**src/rtl/pipelined_cache_miss_ctrl_pkg.sv**
```systemverilog
// Shared types and constants for the cache miss-handling slice.
// Geometry: 2-way, 8 sets, 256-bit lines, 32-bit byte addresses.
//   address[31:8] tag | address[7:5] set | address[4:0] byte offset
package pipelined_cache_miss_ctrl_pkg;

    localparam int unsigned ADDR_W = 32;
    localparam int unsigned TAG_W  = 24;
    localparam int unsigned SET_W  = 3;
    localparam int unsigned OFF_W  = 5;
    localparam int unsigned LINE_W = 256;

    typedef enum logic [2:0] {
        IDLE,
        WRITEBACK,
        FILL,
        INSTALL,
        REPLAY
    } miss_state_t;

    // Line-aligned memory address for a given tag/set pair.
    function automatic logic [ADDR_W-1:0] line_addr(input logic [TAG_W-1:0] tag,
                                                    input logic [SET_W-1:0] set);
        return {tag, set, {OFF_W{1'b0}}};
    endfunction

endpackage

```
**src/rtl/pipelined_cache_miss_ctrl_if.sv**
```systemverilog
// Bus bundle between the cache pipeline / physical memory and the miss controller.
// Ports (by modport):
//   slave  (miss controller): consumes stage-2 request info and pmem response,
//                             drives pmem strobes, stall, array fill and perf counters
//   master (environment):     the opposite directions
interface pipelined_cache_miss_ctrl_if;
    import pipelined_cache_miss_ctrl_pkg::*;

    // stage-2 request side
    logic                req_valid_i;
    logic                hit_i;
    logic                dirty_i;
    logic                lru_i;
    logic [ADDR_W-1:0]   address_i;
    logic [TAG_W-1:0]    victim_tag_i;
    logic [LINE_W-1:0]   victim_data_i;

    // physical memory side
    logic                pmem_resp_i;
    logic [LINE_W-1:0]   pmem_rdata_i;
    logic                pmem_read_o;
    logic                pmem_write_o;
    logic [ADDR_W-1:0]   pmem_address_o;
    logic [LINE_W-1:0]   pmem_wdata_o;

    // pipeline control and array install
    logic                stall_o;
    logic                fill_valid_o;
    logic                fill_way_o;
    logic [SET_W-1:0]    fill_set_o;
    logic [TAG_W-1:0]    fill_tag_o;
    logic [LINE_W-1:0]   fill_data_o;

    // performance counters
    logic [31:0]         miss_count_o;
    logic [31:0]         wb_count_o;

    modport slave (
        input  req_valid_i, hit_i, dirty_i, lru_i, address_i,
               victim_tag_i, victim_data_i, pmem_resp_i, pmem_rdata_i,
        output pmem_read_o, pmem_write_o, pmem_address_o, pmem_wdata_o,
               stall_o, fill_valid_o, fill_way_o, fill_set_o, fill_tag_o,
               fill_data_o, miss_count_o, wb_count_o
    );

    modport master (
        output req_valid_i, hit_i, dirty_i, lru_i, address_i,
               victim_tag_i, victim_data_i, pmem_resp_i, pmem_rdata_i,
        input  pmem_read_o, pmem_write_o, pmem_address_o, pmem_wdata_o,
               stall_o, fill_valid_o, fill_way_o, fill_set_o, fill_tag_o,
               fill_data_o, miss_count_o, wb_count_o
    );

endinterface

```
**src/rtl/pipelined_cache_miss_ctrl_sat_counter.sv**
```systemverilog
// Saturating up-counter used for the miss-controller performance counters.
// Ports:
//   clk   in   clock
//   clr   in   synchronous clear (takes priority over inc)
//   inc   in   increment request for this cycle
//   count out  current value; holds at all-ones instead of wrapping
module sat_counter #(
    parameter int unsigned W = 32
) (
    input  logic         clk,
    input  logic         clr,
    input  logic         inc,
    output logic [W-1:0] count
);

    // No assignment when saturated or idle: the register simply holds.
    always_ff @(posedge clk) begin
        if (clr) begin
            count <= '0;
        end else if (inc && (count != '1)) begin
            count <= count + 1'b1;
        end
    end

endmodule

```
**src/rtl/pipelined_cache_miss_ctrl.sv**
```systemverilog
// Miss-handling stage behind the cache pipeline stage-2 registers.
// On a miss it stalls the pipeline, writes back a dirty victim, fills the
// line from physical memory, installs it in the array, then holds stall for
// one replay cycle so the frozen request re-reads the array and hits.
// Ports:
//   clk  in  clock
//   rst  in  synchronous, active-high reset
//   bus  slave modport of pipelined_cache_miss_ctrl_if (request info, pmem
//        handshake, stall, array fill, perf counters)
module pipelined_cache_miss_ctrl (
    input  logic                         clk,
    input  logic                         rst,
    pipelined_cache_miss_ctrl_if.slave   bus
);
    import pipelined_cache_miss_ctrl_pkg::*;

    miss_state_t        state, next_state;

    logic [TAG_W-1:0]   req_tag;
    logic [SET_W-1:0]   req_set;
    logic               victim_way;
    logic [TAG_W-1:0]   victim_tag;
    logic [LINE_W-1:0]  victim_data;
    logic [LINE_W-1:0]  fill_data;

    logic               miss;
    logic               miss_inc;
    logic               wb_inc;
    logic [31:0]        miss_count;
    logic [31:0]        wb_count;
    logic               unused_offset;

    assign miss          = bus.req_valid_i & ~bus.hit_i;
    assign miss_inc      = (state == IDLE) & miss;
    assign wb_inc        = (state == WRITEBACK) & bus.pmem_resp_i;
    assign unused_offset = ^bus.address_i[OFF_W-1:0];

    // State register plus the request/victim/fill latches.
    always_ff @(posedge clk) begin
        if (rst) begin
            state       <= IDLE;
            req_tag     <= '0;
            req_set     <= '0;
            victim_way  <= 1'b0;
            victim_tag  <= '0;
            victim_data <= '0;
            fill_data   <= '0;
        end else begin
            state <= next_state;
            if (miss_inc) begin
                req_tag     <= bus.address_i[ADDR_W-1 -: TAG_W];
                req_set     <= bus.address_i[OFF_W +: SET_W];
                victim_way  <= bus.lru_i;
                victim_tag  <= bus.victim_tag_i;
                victim_data <= bus.victim_data_i;
            end
            if ((state == FILL) && bus.pmem_resp_i) begin
                fill_data <= bus.pmem_rdata_i;
            end
        end
    end

    // Next-state logic.
    always_comb begin
        next_state = state;
        case (state)
            IDLE: begin
                if (miss) begin
                    next_state = bus.dirty_i ? WRITEBACK : FILL;
                end
            end
            WRITEBACK: begin
                if (bus.pmem_resp_i) begin
                    next_state = FILL;
                end
            end
            FILL: begin
                if (bus.pmem_resp_i) begin
                    next_state = INSTALL;
                end
            end
            INSTALL: next_state = REPLAY;
            REPLAY:  next_state = IDLE;
            default: next_state = IDLE;
        endcase
    end

    // Output logic. Install fields always reflect the latches; they are only
    // meaningful while fill_valid_o is high.
    always_comb begin
        bus.stall_o        = 1'b0;
        bus.pmem_read_o    = 1'b0;
        bus.pmem_write_o   = 1'b0;
        bus.pmem_address_o = '0;
        bus.pmem_wdata_o   = '0;
        bus.fill_valid_o   = 1'b0;
        bus.fill_way_o     = victim_way;
        bus.fill_set_o     = req_set;
        bus.fill_tag_o     = req_tag;
        bus.fill_data_o    = fill_data;
        case (state)
            IDLE: begin
                bus.stall_o = miss;
            end
            WRITEBACK: begin
                bus.stall_o        = 1'b1;
                bus.pmem_write_o   = 1'b1;
                bus.pmem_address_o = line_addr(victim_tag, req_set);
                bus.pmem_wdata_o   = victim_data;
            end
            FILL: begin
                bus.stall_o        = 1'b1;
                bus.pmem_read_o    = 1'b1;
                bus.pmem_address_o = line_addr(req_tag, req_set);
            end
            INSTALL: begin
                bus.stall_o      = 1'b1;
                bus.fill_valid_o = 1'b1;
            end
            REPLAY: begin
                bus.stall_o = 1'b1;
            end
            default: begin
                bus.stall_o = 1'b0;
            end
        endcase
    end

    sat_counter #(.W(32)) u_miss_cnt (
        .clk   (clk),
        .clr   (rst),
        .inc   (miss_inc),
        .count (miss_count)
    );

    sat_counter #(.W(32)) u_wb_cnt (
        .clk   (clk),
        .clr   (rst),
        .inc   (wb_inc),
        .count (wb_count)
    );

    assign bus.miss_count_o = miss_count;
    assign bus.wb_count_o   = wb_count;

endmodule

```
**src/flat_wrapper.sv**
```systemverilog
// flat-port wrapper written by rule: the top's interface ports become plain ports
module pipelined_cache_miss_ctrl_flat import pipelined_cache_miss_ctrl_pkg::*;
  (clk, rst, bus_req_valid_i, bus_hit_i, bus_dirty_i, bus_lru_i, bus_address_i, bus_victim_tag_i, bus_victim_data_i, bus_pmem_resp_i, bus_pmem_rdata_i, bus_pmem_read_o, bus_pmem_write_o, bus_pmem_address_o, bus_pmem_wdata_o, bus_stall_o, bus_fill_valid_o, bus_fill_way_o, bus_fill_set_o, bus_fill_tag_o, bus_fill_data_o, bus_miss_count_o, bus_wb_count_o);
  pipelined_cache_miss_ctrl_if bus_i ();
  input  logic clk;
  input  logic rst;
  input wire logic [$bits(bus_i.req_valid_i)-1:0] bus_req_valid_i;
  input wire logic [$bits(bus_i.hit_i)-1:0] bus_hit_i;
  input wire logic [$bits(bus_i.dirty_i)-1:0] bus_dirty_i;
  input wire logic [$bits(bus_i.lru_i)-1:0] bus_lru_i;
  input wire logic [$bits(bus_i.address_i)-1:0] bus_address_i;
  input wire logic [$bits(bus_i.victim_tag_i)-1:0] bus_victim_tag_i;
  input wire logic [$bits(bus_i.victim_data_i)-1:0] bus_victim_data_i;
  input wire logic [$bits(bus_i.pmem_resp_i)-1:0] bus_pmem_resp_i;
  input wire logic [$bits(bus_i.pmem_rdata_i)-1:0] bus_pmem_rdata_i;
  output wire logic [$bits(bus_i.pmem_read_o)-1:0] bus_pmem_read_o;
  output wire logic [$bits(bus_i.pmem_write_o)-1:0] bus_pmem_write_o;
  output wire logic [$bits(bus_i.pmem_address_o)-1:0] bus_pmem_address_o;
  output wire logic [$bits(bus_i.pmem_wdata_o)-1:0] bus_pmem_wdata_o;
  output wire logic [$bits(bus_i.stall_o)-1:0] bus_stall_o;
  output wire logic [$bits(bus_i.fill_valid_o)-1:0] bus_fill_valid_o;
  output wire logic [$bits(bus_i.fill_way_o)-1:0] bus_fill_way_o;
  output wire logic [$bits(bus_i.fill_set_o)-1:0] bus_fill_set_o;
  output wire logic [$bits(bus_i.fill_tag_o)-1:0] bus_fill_tag_o;
  output wire logic [$bits(bus_i.fill_data_o)-1:0] bus_fill_data_o;
  output wire logic [$bits(bus_i.miss_count_o)-1:0] bus_miss_count_o;
  output wire logic [$bits(bus_i.wb_count_o)-1:0] bus_wb_count_o;
  assign bus_i.req_valid_i = bus_req_valid_i;
  assign bus_i.hit_i = bus_hit_i;
  assign bus_i.dirty_i = bus_dirty_i;
  assign bus_i.lru_i = bus_lru_i;
  assign bus_i.address_i = bus_address_i;
  assign bus_i.victim_tag_i = bus_victim_tag_i;
  assign bus_i.victim_data_i = bus_victim_data_i;
  assign bus_i.pmem_resp_i = bus_pmem_resp_i;
  assign bus_i.pmem_rdata_i = bus_pmem_rdata_i;
  assign bus_pmem_read_o = bus_i.pmem_read_o;
  assign bus_pmem_write_o = bus_i.pmem_write_o;
  assign bus_pmem_address_o = bus_i.pmem_address_o;
  assign bus_pmem_wdata_o = bus_i.pmem_wdata_o;
  assign bus_stall_o = bus_i.stall_o;
  assign bus_fill_valid_o = bus_i.fill_valid_o;
  assign bus_fill_way_o = bus_i.fill_way_o;
  assign bus_fill_set_o = bus_i.fill_set_o;
  assign bus_fill_tag_o = bus_i.fill_tag_o;
  assign bus_fill_data_o = bus_i.fill_data_o;
  assign bus_miss_count_o = bus_i.miss_count_o;
  assign bus_wb_count_o = bus_i.wb_count_o;
  pipelined_cache_miss_ctrl u_core (.clk(clk), .rst(rst), .bus(bus_i));
endmodule
```
**config.mk**
```make
export PLATFORM = sky130hd
export DESIGN_NAME = pipelined_cache_miss_ctrl_flat
export DESIGN_NICKNAME = d
export VERILOG_FILES = /design/src/rtl/pipelined_cache_miss_ctrl_pkg.sv /design/src/rtl/pipelined_cache_miss_ctrl_if.sv /design/src/rtl/pipelined_cache_miss_ctrl_sat_counter.sv /design/src/rtl/pipelined_cache_miss_ctrl.sv /design/src/flat_wrapper.sv
export SDC_FILE = /design/constraint.sdc
export NUM_CORES = 1
export LEC_CHECK = 0
export ABC_CLOCK_PERIOD_IN_PS = 2300
export CORE_AREA = 2 2 477 479
export CTS_BUF_LIST = sky130_fd_sc_hd__clkbuf_4 sky130_fd_sc_hd__clkbuf_8 sky130_fd_sc_hd__clkbuf_16
export DETAILED_ROUTE_END_ITERATION = 16
export DIE_AREA = 0 0 479 481
export DONT_BUFFER_PORTS = 1
export MAX_ROUTING_LAYER = met4
export PLACE_DENSITY = 0.3
export RECOVER_POWER = 100
export SLEW_MARGIN = 40
export SYNTH_ARGS = -nofsm -noshare
export SYNTH_HDL_FRONTEND = slang
export SYNTH_SLANG_ARGS = --single-unit
```
**constraint.sdc**
```tcl
create_clock -name clk -period 2.3 [get_ports clk]
set_input_delay 0.345 -clock clk [delete_from_list [all_inputs] [get_ports clk]]
set_output_delay 0.345 -clock clk [all_outputs]
set_load 0.02 [all_outputs]
```
==> results of run 1 <==
[worst paths after layout]
kind,start,endpoint,slack [ns],cells after the start
worst min-delay path,bus_pmem_resp_i,u_core.u_wb_cnt.count[25],0.15,4
worst max-delay path,u_core.state[2],bus_pmem_wdata_o[148],-0.32,7
worst max register to register,u_core.state[2],u_core.bus.fill_data_o[186],-0.25,7
worst min register to register,u_core.victim_data[191],u_core.victim_data[191],0.45,2
[state kept, by name, indices dropped and copies added, names as in the netlist]
signal / count
u_core.victim_data: 256
u_core.bus.fill_set_o: 3
u_core.bus.fill_tag_o: 24
u_core.victim_tag: 24
u_core.bus.fill_way_o: 1
u_core.bus.fill_data_o: 256
u_core.state: 3
u_core.u_miss_cnt.count: 32
u_core.u_wb_cnt.count: 32
[cells by family after synthesis]
logic type,count (synthesis),synth area share (%)
AOI/OAI and AO/OA,702,15.1
adders and majority gates,2,0.102
xor gates and xnor gates,6,0.215
buffers and inverters,257,4.08
other,1,0.0153
DFF,631,51.7
muxes,8,0.353
and+or+nand+nor,1569,28.5
[power groups by stage]
stage,Clock (W),Combinational (W),Sequential [W]
after floorplan,0,0.00318,0.0132
after global placement,0,0.00513,0.0137
after detailed placement,0,0.00519,0.0137
after CTS,0.0139,0.00703,0.0135
after global routing,0.0144,0.00814,0.0136
final,0.0134,0.00746,0.0135
[layout make-up]
cell class                      instances  area [µm²]  share of cell area, %
Clock inverter                         17         219                  0.554
Sequential cell                       631       12600                   32.0
Tap cell                             3009        3760                   9.52
Antenna cell                           25        62.6                  0.158
Timing Repair Buffer                  847        9000                   22.7
Inverter                                9        33.8                 0.0854
Multi-Input combinational cell       2292       11300                   28.6
Clock buffer                          121        2520                   6.36
[worst max-delay path, cell delays in order (launching register included)]
cell and delay [ns]:
dfxtp_4 0.36, nor3b_4 0.24, buf_6 0.16, buf_16 0.17
buf_16 0.18, buf_12 0.12, buf_16 0.11, and2_4 0.18
[timing repair]
action | 4_1_cts | 5_1_grt
hold buffers | 565 | 14
pin swaps | 18 | 27
cloned | 9 | 6
resized for setup | 263 | 104
endpoints found under the setup margin | 289 | 308
hold endpoints to repair | 630 | 14
buffers inserted | 14 | 3
[through the flow]
step                      total power [W]  area, µm²  util [%]  setup slack, ns  hold slack, ns
after floorplan                    0.0163      24500         -           0.0320           0.432
after global placement             0.0189      29900      13.3          -0.0785           0.438
after detailed placement           0.0189      29900      13.3          -0.0562           0.442
after CTS                          0.0345      39100      17.3           -0.425          -0.344
after global routing               0.0361      39500      17.5           -0.474           0.135
final                              0.0343      39600      17.5           -0.318           0.153
[routing by layer]
layer | vias to the layer above | track usage [%] | share of wire, %
li1 | 11800 | - | -
met1 | 12100 | 13.2 | 39
met2 | 1051 | 20.8 | 49
met3 | 209 | 5.31 | 10
met4 | 0 | 3.38 | 2.3
met5 | - | - | 0
[cell usage in the layout (no fill, tap or decap), drive strengths merged, types with 6 or more instances in the layout]
master	n
nor2b	9
nand3	22
a22o	24
inv	10
and2	257
clkinv	9
nand4	18
or3	37
nor4	6
nor3	6
diode	25
a21oi	616
dfxtp	631
o31ai	18
nor2	20
or4	22
nand2	1150
dlygate4sd3	579
buf	196
o21ai	34
clkbuf	193
==> impl_metrics.yaml, run 1 <==
status:
  status: "finished with violations"
  violations: "setup timing"
placed_design:
  dp.cells: 6172
  place_hpwl_um: 111000
  gp_congestion: 0.844
  portBuffers: 0
routing:
  ant_nets: 0
  wirelength_um: 148000
  drt_pass1_iterations: 5
  via_per_inst: 3.62
  drtIter0Drc: 1348
  drc: 0
  wl_per_cell_um: 21.3
  num_vias: 25200
floorplan:
  rows: 175
  die_h_um: 481
  ios: 1215
  core_area_mm2: 0.226
  die_width_um: 479
  initial_core_util_pct: 10.8
  dieArea_mm2: 0.230
worst_setup_path:
  critical_path_required_ns: 1.96
  critPathKind: "reg -> out"
  cp-start-kind: "flop"
  crit_path_end_kind: "primary output"
  cp.arrival_ns: 2.27
  path_max_fanout: 9
pwr:
  ir_drop_v: 0.000526
  pwr-share-comb_pct: 21.7
  p_int_w: 0.0229
  switchingPower_w: 0.0114
  clkPwrFrac_pct: 39.0
  total_leakage_power_nw: 13.5
  p_seq_share_pct: 39.3
  p_sw_share_pct: 33.3
  power_density_mw_per_mm2: 868
finish:
  layout.nets: 4442
  final_cells: 6951
  drive_gt1_share_pct: 14.4
  syn2layout_area_growth_pct: 61.8
  fillers: 25500
clock_tree:
  cts_tree: "yes"
  clk_pin_slew_ns: 0.05
  clockBufferDepth: 3
  numCtsBuffers: 84
  h-tree-depth: 3
  cts_root_buf: "clkbuf_16"
  worst_skew_pair.late_latency_ns: 0.70
  clock_sinks: 631
global_route:
  grt_pass1_wl_um: 198000
  overflow: 0
  grt_max_degree: 637
  grt_pass1_vias: 24900
  grt_antenna_before_repair: 62
  grt_use_total_pct: 12.4
timing:
  setup_viol: 732
  timing.fmax_ghz: 0.382
  worst_pin_slew_ns: 1.03
  finalMaxSlewViolations: 0
  slew_headroom_pct: 31.1
  setup-tns-final_ns: -99.50
  period_needed_ns: 2.62
  fin_crit_sh_pct: 114
  final.setup_skew_ns: 0.0325
  final_hold_viol_count: 0
  finalWorstSetupSlack_ns: -0.318
  rsz0062_at_grt: "yes"
logic_synthesis:
  ys_seq_elements: 631
  avgSynthCellArea_um2: 7.70
  synth.distinct_cells: 51
  yosys.area.top_type: "dfxtp_1"
  ys_seq_area_share_pct: 51.7
  synth_top_flop_cell: "dfxtp_1"
  ys_async_sr_fraction_pct: 0
  synth.top_cell.area_share_pct: 51.7
  synth-edff-count: 0
  synth.most_common_cell: "nand2_1"
  synth.area.top_cells: "dfxtp_1, nand2_1, a21oi_1, and2_1, clkbuf_1"
  synth_area_mm2: 0.0244
  synth_commonest_cells: "nand2_1, dfxtp_1, a21oi_1, and2_1, clkbuf_1"
  yosys_warnings: 0
  synthCells: 3176
worst_hold_path:
  hold_path.class: "in -> reg"
run:
  maxCapViolCount: 0
Power figures use the tool's default switching activity.
==> run 2, diff against run 1 <==
--- a/config.mk
+++ b/config.mk
@@ -6,11 +6,10 @@
 export NUM_CORES = 1
 export LEC_CHECK = 0
 export ABC_CLOCK_PERIOD_IN_PS = 2300
-export CORE_AREA = 2 2 477 479
+export CORE_AREA = 2 2 468 470
 export CTS_BUF_LIST = sky130_fd_sc_hd__clkbuf_4 sky130_fd_sc_hd__clkbuf_8 sky130_fd_sc_hd__clkbuf_16
 export DETAILED_ROUTE_END_ITERATION = 16
-export DIE_AREA = 0 0 479 481
-export DONT_BUFFER_PORTS = 1
+export DIE_AREA = 0 0 470 472
 export MAX_ROUTING_LAYER = met4
 export PLACE_DENSITY = 0.3
 export RECOVER_POWER = 100
==> impl_metrics.yaml, run 2 (same netlist as run 1, synthesis figures left out) <==
status:
  status: "finished with violations"
  violations: "setup timing"
floorplan:
  initial_core_util_pct: 11.3
  core_area_mm2: 0.217
  dieArea_mm2: 0.222
  die_width_um: 470
  rows: 171
  die_h_um: 472
  ios: 1215
placed_design:
  place_hpwl_um: 123000
  gp_congestion: 0.804
  portBuffers: 1204
  placed_area_mm2: 0.0414
routing:
  drtIter0Drc: 1137
  wirelength_um: 159000
  wl_per_cell_um: 21.4
  via_per_inst: 3.61
  drc: 0
  num_vias: 26700
  ant_nets: 0
  drt_pass1_iterations: 5
timing:
  final.setup_skew_ns: 0.0224
  period_needed_ns: 2.66
  worst_pin_slew_ns: 0.671
  finalWorstSetupSlack_ns: -0.358
  setup_viol: 380
  finalMaxSlewViolations: 0
  timing.fmax_ghz: 0.376
  final_hold_viol_count: 0
  slew_headroom_pct: 54.5
  rsz0062_at_grt: "yes"
  fin_crit_sh_pct: 116
pwr:
  p_int_w: 0.0249
  total_leakage_power_nw: 16.2
  p_sw_share_pct: 31.8
  power_density_mw_per_mm2: 808
  pwr-share-comb_pct: 26.4
  finalPower_w: 0.0365
  switchingPower_w: 0.0116
  clkPwrFrac_pct: 39.0
  ir_drop_v: 0.000495
  p_seq_share_pct: 34.5
finish:
  syn2layout_area_growth_pct: 84.6
  utilization_pct: 20.8
  final_common_cell: "nand2_1"
  fillers: 24400
  mostFrequentLayoutCells: "nand2_1, clkdlybuf4s50_1, dfxtp_1, a21oi_1, buf_4"
  layout.nets: 5033
  final_cell_area_mm2: 0.0451
  drive_gt1_share_pct: 17.6
run:
  maxCapViolCount: 0
worst_setup_path:
  startpoint: "u_core.state[2]"
  r2r_end: "u_core.victim_data[176]"
  critPathKind: "reg -> out"
  reg2reg_from: "u_core.state[1]"
  cp-start-kind: "flop"
  path_max_fanout: 20
  crit_path_end_kind: "primary output"
  critical_path_required_ns: 1.96
  cp.arrival_ns: 2.31
  critPathCapture: "bus_pmem_wdata_o[75]"
  worstRegToRegCells: 9
  ff2ff_setup_slack_ns: -0.14
clock_tree:
  clock_sinks: 631
  cts_tree: "yes"
  clockBufferDepth: 3
  cts_root_buf: "clkbuf_16"
  h-tree-depth: 3
  numCtsBuffers: 90
  worst_skew_pair.late_latency_ns: 0.69
  clk_pin_slew_ns: 0.06
global_route:
  grt_max_degree: 88
  grt_use_total_pct: 13.9
  grt_antenna_before_repair: 38
  grt_pass1_vias: 27200
  overflow: 0
  grt_pass1_wl_um: 215000
worst_hold_path:
  hold_path.class: "in -> reg"
run 2: changes by cell type in the layout (fill, tap and decap cells not counted), moves of 53 or more:
cell | previous run | this run
dlygate4sd3_1 | 579 | 1
clkbuf_1 | 66 | 1
clkbuf_2 | 1 | 62
and2_2 | 53 | 0
buf_6 | 5 | 104
buf_4 | 94 | 208
and2_1 | 52 | 144
clkdlybuf4s50_1 | 0 | 916
run 2: final cells by class:
class                      instances  area, µm²  share of cell area, %
antenna                           27       67.6                  0.150
clock buffer                     133       2740                   6.06
clock inverter                    22        228                  0.505
inverter                           9       33.8                 0.0749
multi-input combinational       2292      11100                   24.7
sequential                       631      12600                   28.0
tap                             2854       3570                   7.91
timing repair buffer            1432      14700                   32.6
run 2: worst max-delay path: stages (launching register included):
cell,delay [ns]
dfxtp_2,0.33
nor3b_4,0.23
buf_6,0.15
buf_12,0.16
buf_12,0.18
clkbuf_16,0.20
and2_1,0.15
buf_4,0.15
run 2: power by group through the flow:
| stage | sequential [W] | combinational [W] | clock [W] |
|---|---|---|---|
| 6_report | 0.0126 | 0.00964 | 0.0142 |
| 3_3_place_gp | 0.0128 | 0.00894 | 0 |
| 3_5_place_dp | 0.0128 | 0.00890 | 0 |
| 5_1_grt | 0.0127 | 0.0105 | 0.0153 |
| 4_1_cts | 0.0126 | 0.00906 | 0.0149 |
| 2_1_floorplan | 0.0132 | 0.00318 | 0 |
run 2: stage by stage:
step | std cells | hold WS [ns] | setup TNS (ns) | setup slack (ns)
2_1_floorplan | 3180 | 0.432 | 0 | 0.0320
3_3_place_gp | 7185 | 0.437 | -37.04 | -0.269
3_5_place_dp | 7185 | 0.442 | -40.09 | -0.235
4_1_cts | 7346 | 0.0874 | -143.60 | -0.735
5_1_grt | 7399 | 0.125 | -168.67 | -0.508
6_report | 7400 | 0.199 | -72.61 | -0.358
run 2: per-layer routing:
layer / up-vias / wire, µm / track usage [%]
met3: 224 / 15600 / 6.40
met4: 0 / 5750 / 5.17
met5: - / 0 / -
met2: 949 / 76000 / 22.9
met1: 12600 / 61200 / 14.6
li1: 13000 / - / -
run 2: worst min path at each step:
stage	startpoint	cells past startpoint	endpoint	slack, ns
2_1_floorplan	u_core.victim_data[0]	2	u_core.victim_data[0]	0.43
3_3_place_gp	u_core.victim_data[133]	2	u_core.victim_data[133]	0.44
3_5_place_dp	u_core.victim_data[122]	2	u_core.victim_data[122]	0.44
4_1_cts	bus_victim_data_i[238]	3	u_core.victim_data[238]	0.09
5_1_grt	bus_address_i[20]	3	u_core.bus.fill_tag_o[12]	0.13
6_report	bus_address_i[13]	3	u_core.bus.fill_tag_o[5]	0.20
run 2: repair_timing:
action | CTS | global route
resized for setup | 282 | 627
endpoints found under the hold margin | 11 | 0
cloned | 1 | 10
endpoints found under the setup margin | 323 | 352
setup buffers | 4 | 18
hold buffers | 1 | 0
pin swaps | 2 | 28
